### config.mk
export PLATFORM = sky130hd
export DESIGN_NAME = dxl_bus_scheduler
export DESIGN_NICKNAME = d
export VERILOG_FILES = /design/src/rtl/dxl_bus_scheduler.sv
export SDC_FILE = /design/constraint.sdc
export NUM_CORES = 1
export LEC_CHECK = 0
export ABC_AREA = 0
export BUFFER_PORTS_ARGS = -buffer_cell sky130_fd_sc_hd__buf_2
export CAP_MARGIN = 0
export CELL_PAD_IN_SITES_DETAIL_PLACEMENT = 1
export CELL_PAD_IN_SITES_GLOBAL_PLACEMENT = 1
export CORE_MARGIN = 4
export CORE_UTILIZATION = 40
export CTS_BUF_LIST = sky130_fd_sc_hd__clkbuf_4
export CTS_CLUSTER_SIZE = 16
export DETAILED_ROUTE_END_ITERATION = 10
export PLACE_DENSITY_LB_ADDON = 0.12
export SLEW_MARGIN = 40
export SYNTH_ARGS = -nofsm -noshare
export SYNTH_HDL_FRONTEND = slang
export SYNTH_SLANG_ARGS = --single-unit
### constraint.sdc
create_clock -name clk -period 2.8 [get_ports clk]
set_input_delay 0.14 -clock clk [delete_from_list [all_inputs] [get_ports clk]]
set_output_delay 0.14 -clock clk [all_outputs]
set_load 0.005 [all_outputs]
### src/rtl/dxl_bus_scheduler.sv
// Dynamixel half-duplex bus scheduler: arbitrates host one-shot packets
// against a round-robin position poller, with timeout, retry and gap.
//
// Ports:
//   clk, reset_n          clock, async active-low reset
//   poll_en               enables autonomous position polling (level)
//   host_req/host_word*   host packet request, held until host_ack
//   host_ack/host_done    launch / completion pulses for the host packet
//   host_fail             sticky failure of last host transaction
//   host_rx_word*         reply words of last host transaction
//   tx_start/tx_word*     launch pulse and packet words to the transceiver
//   rx_done/rx_fail/rx_word*  reply status and words from the transceiver
//   pos_flat/pos_valid/pos_err  cached servo positions and status
//   busy                  high whenever a transaction is being handled
module dxl_bus_scheduler #(
    parameter int N_SERVO      = 4,
    parameter int ID_BASE      = 1,
    parameter int POLL_PERIOD  = 500000,
    parameter int RESP_TIMEOUT = 200000,
    parameter int GAP_CYCLES   = 1000,
    parameter int MAX_RETRY    = 2
) (
    input  logic                 clk,
    input  logic                 reset_n,
    input  logic                 poll_en,
    input  logic                 host_req,
    input  logic [31:0]          host_word1,
    input  logic [31:0]          host_word2,
    output logic                 host_ack,
    output logic                 host_done,
    output logic                 host_fail,
    output logic [31:0]          host_rx_word1,
    output logic [31:0]          host_rx_word2,
    output logic                 tx_start,
    output logic [31:0]          tx_word1,
    output logic [31:0]          tx_word2,
    input  logic                 rx_done,
    input  logic                 rx_fail,
    input  logic [31:0]          rx_word1,
    input  logic [31:0]          rx_word2,
    output logic [16*N_SERVO-1:0] pos_flat,
    output logic [N_SERVO-1:0]   pos_valid,
    output logic [N_SERVO-1:0]   pos_err,
    output logic                 busy
);

    localparam int TW   = $clog2(POLL_PERIOD + 1);
    localparam int CMAX = (RESP_TIMEOUT > GAP_CYCLES) ?
                          RESP_TIMEOUT : GAP_CYCLES;
    localparam int CW   = $clog2(CMAX + 1);
    localparam int KW   = (N_SERVO > 1) ? $clog2(N_SERVO) : 1;
    localparam int RW   = (MAX_RETRY > 0) ?
                          $clog2(MAX_RETRY + 1) : 1;

    typedef enum logic [2:0] {
        S_IDLE,
        S_ARB,
        S_LAUNCH,
        S_WAIT,
        S_CHECK,
        S_GAP
    } state_t;

    state_t         state_q;
    state_t         state_d;
    logic [TW-1:0]  tmr_q;
    logic [CW-1:0]  cyc_q;
    logic [KW-1:0]  k_q;
    logic [RW-1:0]  retry_q;
    logic           sweep_q;
    logic           is_host_q;
    logic           failed_q;
    logic [31:0]    rx1_q;
    logic [31:0]    rx2_q;
    logic [15:0]    pos_q [N_SERVO];

    logic           sweep_due;
    logic           poll_want;
    logic           grant_host;
    logic           grant_poll;
    logic           timed_out;
    logic           resp_end;
    logic           resp_fail;
    logic           poll_ok;
    logic           last_k;
    logic           retry_left;
    logic [7:0]     cur_id;
    logic [31:0]    poll_w1;

    assign sweep_due = poll_en && (tmr_q == TW'(POLL_PERIOD));
    // A started sweep keeps the poller asking until the last servo.
    assign poll_want = poll_en && (sweep_q || sweep_due);

    assign cur_id  = 8'(ID_BASE) + 8'(k_q);
    // READ_DATA of 2 bytes at address 0x24: id+4+2+0x24+2 = id+0x2C.
    assign poll_w1 = {~(cur_id + 8'h2C), 8'h02, 8'h04, cur_id};

    assign timed_out = (cyc_q >= CW'(RESP_TIMEOUT - 1));
    assign resp_end  = rx_done || rx_fail || timed_out;
    // A fail pulse always wins, even alongside rx_done.
    assign resp_fail = rx_fail || (!rx_done && timed_out);

    assign poll_ok    = !failed_q && (rx1_q[7:0] == cur_id) &&
                        (rx1_q[23:16] == 8'h00);
    assign last_k     = (k_q == KW'(N_SERVO - 1));
    assign retry_left = (retry_q < RW'(MAX_RETRY));

    always_comb begin
        state_d    = state_q;
        grant_host = 1'b0;
        grant_poll = 1'b0;
        unique case (state_q)
            S_IDLE: begin
                if (host_req || poll_want) state_d = S_ARB;
            end
            S_ARB: begin
                if (host_req) begin
                    grant_host = 1'b1;
                    state_d    = S_LAUNCH;
                end else if (poll_want) begin
                    grant_poll = 1'b1;
                    state_d    = S_LAUNCH;
                end else begin
                    state_d = S_IDLE;
                end
            end
            S_LAUNCH: state_d = S_WAIT;
            S_WAIT: begin
                if (resp_end) state_d = S_CHECK;
            end
            S_CHECK: state_d = S_GAP;
            S_GAP: begin
                if (cyc_q >= CW'(GAP_CYCLES - 1)) state_d = S_IDLE;
            end
            default: state_d = S_IDLE;
        endcase
    end

    assign host_ack = grant_host;
    assign tx_start = (state_q == S_LAUNCH);
    assign busy     = (state_q != S_IDLE);

    always_ff @(posedge clk or negedge reset_n) begin
        if (!reset_n) state_q <= S_IDLE;
        else          state_q <= state_d;
    end

    // Shared cycle counter: response timeout, then inter-frame gap.
    always_ff @(posedge clk or negedge reset_n) begin
        if (!reset_n) begin
            cyc_q <= '0;
        end else if (state_q == S_LAUNCH || state_q == S_CHECK) begin
            cyc_q <= '0;
        end else if (state_q == S_WAIT || state_q == S_GAP) begin
            if (cyc_q != CW'(CMAX)) cyc_q <= cyc_q + 1'b1;
        end
    end

    always_ff @(posedge clk or negedge reset_n) begin
        if (!reset_n) begin
            tmr_q <= '0;
        end else if (!poll_en) begin
            tmr_q <= '0;
        end else if (grant_poll && !sweep_q) begin
            tmr_q <= '0;
        end else if (tmr_q != TW'(POLL_PERIOD)) begin
            tmr_q <= tmr_q + 1'b1;
        end
    end

    // Sweep progress. Dropping poll_en abandons the rest of the sweep
    // once the bus is back in IDLE.
    always_ff @(posedge clk or negedge reset_n) begin
        if (!reset_n) begin
            sweep_q <= 1'b0;
            k_q     <= '0;
            retry_q <= '0;
        end else if (!poll_en && state_q == S_IDLE) begin
            sweep_q <= 1'b0;
            k_q     <= '0;
            retry_q <= '0;
        end else if (grant_poll && !sweep_q) begin
            sweep_q <= 1'b1;
        end else if (state_q == S_CHECK && !is_host_q) begin
            if (!poll_ok && retry_left) begin
                retry_q <= retry_q + 1'b1;
            end else begin
                retry_q <= '0;
                if (last_k) begin
                    k_q     <= '0;
                    sweep_q <= 1'b0;
                end else begin
                    k_q <= k_q + 1'b1;
                end
            end
        end
    end

    always_ff @(posedge clk or negedge reset_n) begin
        if (!reset_n) begin
            tx_word1      <= '0;
            tx_word2      <= '0;
            is_host_q     <= 1'b0;
            failed_q      <= 1'b0;
            rx1_q         <= '0;
            rx2_q         <= '0;
            host_done     <= 1'b0;
            host_fail     <= 1'b0;
            host_rx_word1 <= '0;
            host_rx_word2 <= '0;
        end else begin
            host_done <= (state_q == S_CHECK) && is_host_q;
            if (grant_host) begin
                tx_word1  <= host_word1;
                tx_word2  <= host_word2;
                is_host_q <= 1'b1;
                host_fail <= 1'b0;
            end else if (grant_poll) begin
                tx_word1  <= poll_w1;
                tx_word2  <= 32'h0000_0224;
                is_host_q <= 1'b0;
            end
            if (state_q == S_WAIT && resp_end) begin
                failed_q <= resp_fail;
                rx1_q    <= rx_word1;
                rx2_q    <= rx_word2;
            end
            if (state_q == S_CHECK && is_host_q) begin
                host_rx_word1 <= rx1_q;
                host_rx_word2 <= rx2_q;
                host_fail     <= failed_q;
            end
        end
    end

    always_ff @(posedge clk or negedge reset_n) begin
        if (!reset_n) begin
            pos_valid <= '0;
            pos_err   <= '0;
            for (int i = 0; i < N_SERVO; i++) pos_q[i] <= '0;
        end else if (state_q == S_CHECK && !is_host_q) begin
            for (int i = 0; i < N_SERVO; i++) begin
                if (k_q == KW'(i)) begin
                    if (poll_ok) begin
                        pos_q[i]     <= rx2_q[15:0];
                        pos_valid[i] <= 1'b1;
                        pos_err[i]   <= 1'b0;
                    end else if (!retry_left) begin
                        pos_err[i] <= 1'b1;
                    end
                end
            end
        end
    end

    for (genvar g = 0; g < N_SERVO; g++) begin : g_pos
        assign pos_flat[16*g +: 16] = pos_q[g];
    end

endmodule
# After elaboration in Yosys (flattened, before gate mapping)
# Cells that the tools add are included.
[op_classes] n_eq_ne=20 mux=41 shift=0 addsub=6 n_bitwise=1 order_cmp=3 multipliers=0 reduce_logical=48 div=0
[op_table] cell="2-to-1 mux 32 bit" count=4
[op_table] cell="2-to-1 mux 19 bit" count=3
[op_table] cell="2-to-1 mux 18 bit" count=3
[op_table] cell="AND reduction 3 bit" count=11
[op_table] cell="2-to-1 mux 2 bit" count=11
[op_table] cell="adder 19 x 1 -> 19 bit (second input constant)" count=1
[op_table] cell="equality test 19 bit (second input constant)" count=1
[op_table] cell="!= test 19 bit (second input constant)" count=1
[op_table] cell="adder 18 x 1 -> 18 bit (second input constant)" count=1
[op_table] cell=">= comparator 18 x 10 -> 1 bit (second input constant)" count=1
[op_table] cell=">= comparator 18 bit (second input constant)" count=1
[op_table] cell="!= test 18 bit (second input constant)" count=1
[op_table] cell="case mux 3 bit (6 select lines)" count=1
[op_table] cell="2-to-1 mux 1 bit" count=16
[op_table] cell="logical AND 1 bit" count=11
[op_table] cell="!= test 2 bit (second input constant)" count=5
[op_table] cell="nonzero test 2 bit" count=5
[op_table] cell="2-to-1 mux 3 bit" count=3
[op_table] cell="nonzero test 3 bit" count=3
[op_table] cell="equality test 8 x 3 -> 1 bit" count=1
[op_table] cell="logical NOT 8 bit" count=1
[op_table] cell="inverter 7 -> 8 bit" count=1
[op_table] cell="adder 3 x 6 -> 7 bit (second input constant)" count=1
[op_table] cell="logical OR 1 bit" count=7
[op_table] cell="other kinds (15)" count=25
[word_totals] ramBits=0 out_inout_bits=205 reg_bits=313 n_memories=0 latch_bits=0 word_cells=147 rom_bits=0 input_bits=134

# Depth between registers and ports, before layout
[depth] ltp_word=10 depth_mapped=9 mapped_depth_nobuf=7

# Worst setup path after synthesis
# OpenSTA, ideal clock, no wires.
[synth_path] path_kind="register to register" startpoint="register k_q[0]" endpoint="register pos_q, in the netlist pos_flat[10]" n_path_buf=1 path_stages_with_launch=9 setup_ps=125 t_arrival_ps=2109 setup_slack_ps=566 t_required_ps=2675 period_less_slack_ps=2234 path_cell_list="dfrtp_1 -> inv_1 -> ha_1 -> xnor2_1 -> nand2_1 -> nor3_4 -> nand2_4 -> buf_6 -> mux2_4"
[synth_via] elab_chain_cells=5 word_cells_on_any_way=6 cone_classes="add/sub: 1; eq/ne: 1; reduce/logical: 4"
[synth_lines] item="start: declaration" line_no="68" text="logic [KW-1:0] k_q;"
[synth_lines] item="start signal: assignment" line_no="193" text="k_q <= k_q + 1'b1;"
[synth_lines] item="adder 1 x 2 -> 3 bit" line_no="94" text="assign cur_id = 8'(ID_BASE) + 8'(k_q);"
[synth_lines] item="equality test 8 x 3 -> 1 bit" line_no="103" text="assign poll_ok = !failed_q && (rx1_q[7:0] == cur_id) &&"
[synth_lines] item="logical AND 1 bit (2 in series)" line_no="103"
[synth_lines] item="AND reduction 3 bit (no source line) (*)"
[synth_lines] item="end signal: indexed assignment" line_no="245" text="pos_q[i] <= rx2_q[15:0];"
[synth_lines] item="end: declaration" line_no="75" text="logic [15:0] pos_q [N_SERVO];"
# Every way passes the cells marked *; elsewhere a longest branch is shown, timed or not.
# A chain may end at the register's enable or synchronous reset.

# Final worst setup path
[layout_path] startpoint="register cyc_q[0]" endpoint="register failed_q"
[layout_via] elab_chain_cells=3 word_cells_on_any_way=5 cone_classes="order compare: 1; reduce/logical: 4"
[layout_lines] item="start: declaration" line_no="67" text="logic [CW-1:0] cyc_q;"
[layout_lines] item="start signal: assignment" line_no="155" text="if (cyc_q != CW'(CMAX)) cyc_q <= cyc_q + 1'b1;"
[layout_lines] item=">= comparator 18 bit (*)" line_no="98" text="assign timed_out = (cyc_q >= CW'(RESP_TIMEOUT - 1));"
[layout_lines] item="logical AND 1 bit / logical OR 1 bit (equally long branches)" line_no="101, 99"
[layout_lines] item="logical OR 1 bit / logical AND 1 bit (equally long branches)" line_no="101, 223"
[layout_lines] item="end signal: assignment" line_no="224" text="failed_q <= resp_fail;"
[layout_lines] item="end: declaration" line_no="72" text="logic failed_q;"
# Marked as above.

==> results_dict.tcl <==
set metrics [dict create \
    post-route-drc-count 0 \
    hpwl_mm 25.32 \
    p_sw_w 0.004988 \
    cp.arrival_ns 3.28 \
    path_max_fanout 11 \
    grt_use_total 0.2218 \
    syn_nets 1044 \
    grt_pass1_vias 10923 \
    syn_avg_cell_area_um2 14.32 \
    dr.first_iter.drc_count 422 \
    ys_top_cells_by_area "dfrtp_1 61%, mux2_2 11%, mux2_4 8.1%" \
    rsz0062_at_grt "no" \
    wire_per_inst_um 20.34 \
    antenna_found_initial 2 \
    pin_count 339 \
    clkLatencyLatePin_ns 0.70 \
    worstPathCellList "ha_1 > and3_1 > a311oi_1 > o311ai_2 > and2b_4 > o32a_1 > dlygate4sd3_1" \
    io_buffers 338 \
    critPathLaunch "cyc_q[0]" \
    vias_per_cell 5.013 \
    synth_ff_type "dfrtp_1" \
    routed_wirelength_mm 39.02 \
    via_count 9619 \
    cts_made_buffers 87 \
    r2r-start "cyc_q[0]" \
    die_w_um 187.7 \
    ys_ff_latch 313 \
    seq_area_frac_synth 0.6062 \
    setup_violations 0 \
    synth_top_area_share 0.6062 \
    critPathLaunchType "register" \
    cpPeakStageDelay_ns 0.54 \
    skew_ns 0.06895 \
    critPathCapture "failed_q" \
    synthDistinctLibCells 61 \
    maxCapViolCount 0 \
    worst_pin_slew_ns 0.6938 \
    fp.coreArea_mm2 0.03172 \
    die-area_mm2 0.03524 \
    setup_ws_ns 0.1325 \
    synth_most_common_cell "dfrtp_1" \
    fin_setup_tns_ns 0 \
    dp_cells 1627 \
    cp_data_required_time_ns 3.41 \
    crit_family "compound AO/OA/AOI/OAI gates" \
    synth_xor_area_frac 0.01830 \
    min_period_ns 2.667 \
    fin_crit_sh 0.9527 \
    start_util 0.4073 \
    synth_cells 902 \
    clockRootBuffer "clkbuf_4" \
    synth-edff-count 0 \
    firstDrtPassIters 4 \
    p_leak_nw 8.987 \
    grt_pass1_wl_mm 62.26 \
    seq_power_share 0.446 \
    syn_to_final_growth_pct 36.89 \
    drive_gt1_frac 0.4700 \
    r2r_slack_ns 0.13 \
    grt_overflow_total 0 \
    clock.fmax_ghz 0.3749 \
    row_count 65 \
    worstRegToRegCells 7 \
    cp_slowest_cell "dlygate4sd3_1" \
    crit_type "register to register" \
    swShare 0.3151 \
    hold_class "input port to asynchronous set/reset pin" \
    clk_pin_slew_ns 0.06 \
    synth_common_cells "313 x dfrtp_1, 121 x mux2_2, 70 x mux2_4, 50 x a22o_1, 45 x nor2_1" \
    syn_area_mm2 0.01292 \
    intPower_w 0.01084 \
    async_flop_share 1.000 \
    yosysWarnings 0 \
    synth-compound-area-share 0.06856 \
    max_slew_margin 0.5375 \
    ant_nets 0 \
    grt_max_degree 83 \
    end_kind "register" \
    power_frac_comb 0.289 \
    tritoncts "done" \
    synthSimpleGateAreaFrac 0.07176 \
    nNetsFinal 1597 \
    hold_violations 0 \
    slew_viol_final 0 \
    reg2reg_to "failed_q" \
    stdcell_count 1919 \
    die-height_um 187.7 \
    synth_mux_area_frac 0.1982 \
    cts.sinks 313 \
    vdd_drop_max_uv 461.1 \
    crit_cells 7 \
    clock_power_share 0.265 \
    htree_levels 3 \
    whs_ns 0.06177 \
    worstPathBufferInverterCount 1 \
    cts_buffer_depth 3 \
    synth_top_family_by_area "multiplexers" \
    total_power_w 0.01583 \
    synthAdderAreaFrac 0.007747 \
    place_ws_ns 0.2100 \
    yosys.area.top_type "dfrtp_1" \
    status "finished clean" \
    p_per_area_mw_per_mm2 895.0 \
    gp_congestion 0.7721 \
]
## layer usage
layer	wire length [µm]	GRT usage
met1	16860	0.2851
met2	18860	0.3641
met4	1174	0.08554
met3	2134	0.05529
met5	0	0
## sequential cells by signal, summed over array words and instances, names as in the netlist, 2 cells and up
register,count
retry_q,2
state_q,3
pos_err,4
k_q,2
rx1_q,32
host_rx_word2,32
cyc_q,18
host_rx_word1,32
pos_flat,64
rx2_q,32
tmr_q,19
pos_valid,4
tx_word2,32
tx_word1,32
## worst min-delay path by stage
stage	slack, ns	end	cells past startpoint	from
floorplan	-0.16	cyc_q[0]	0	reset_n
CTS	0.003	rx2_q[15]	2	reset_n
global placement	0.20	pos_valid[1]	1	reset_n
global route	0.04	pos_flat[45]	2	reset_n
detailed placement	0.20	pos_valid[1]	1	reset_n
finish	0.06	pos_valid[1]	2	reset_n
## kinds of logic (layout without fill, tap and decap cells)
group,Yosys count,after routing
other cells,0,2
compound gates,114,114
flops,313,313
fa+ha+maj,8,8
xor+xnor,27,27
buf+inv,64,676
simple gates,171,172
mux,205,205
## final cells by class
type	instances	area, µm²
multi-input cells	526	4728
fillers	3272	14030
diodes	2	5.005
well taps	402	503.0
inverters	23	86.33
repair buffers	504	3436
flip-flops and latches	313	7833
clock inverters	14	81.33
clock buffers	135	1013
## cell usage in the layout, fill, tap and decap left out, types with 9 or more instances in the layout
cell	netlist	routed
xnor2_1	9	9
buf_4	3	15
buf_2	13	337
a22o_1	50	50
clkinv_1	1	10
xor2_1	18	18
mux2_2	121	121
o21ai_0	10	10
clkbuf_4	0	135
nand3_1	12	12
nor2_1	45	45
nand2_1	36	35
nand4_1	15	15
dlygate4sd3_1	0	140
a21oi_1	15	15
dfrtp_1	313	313
buf_12	3	11
mux2_4	70	70
inv_1	22	22
## power by group through the flow
stage / Sequential [W] / Combinational (W) / Clock, W
3_3_place_gp: 0.00701 / 0.00431 / 0
3_5_place_dp: 0.00708 / 0.00440 / 0
6_report: 0.00706 / 0.00458 / 0.00419
5_1_grt: 0.00729 / 0.00498 / 0.00463
2_1_floorplan: 0.00691 / 0.00248 / 0
4_1_cts: 0.00702 / 0.00460 / 0.00436
## repair_timing
action                     4_1_cts  5_1_grt
resized for setup                0        1
setup endpoints to repair        0        2
hold endpoints to repair       438        0
hold buffers                   140        0
setup buffers                    0        0
## stage by stage
stage | utilization | area [µm²]
2_1_floorplan | - | 12920
3_3_place_gp | 0.4784 | 15170
3_5_place_dp | 0.4784 | 15170
4_1_cts | 0.5571 | 17670
5_1_grt | 0.5576 | 17690
6_report | 0.5576 | 17690
Note: power is estimated with default switching activity, not from simulation.
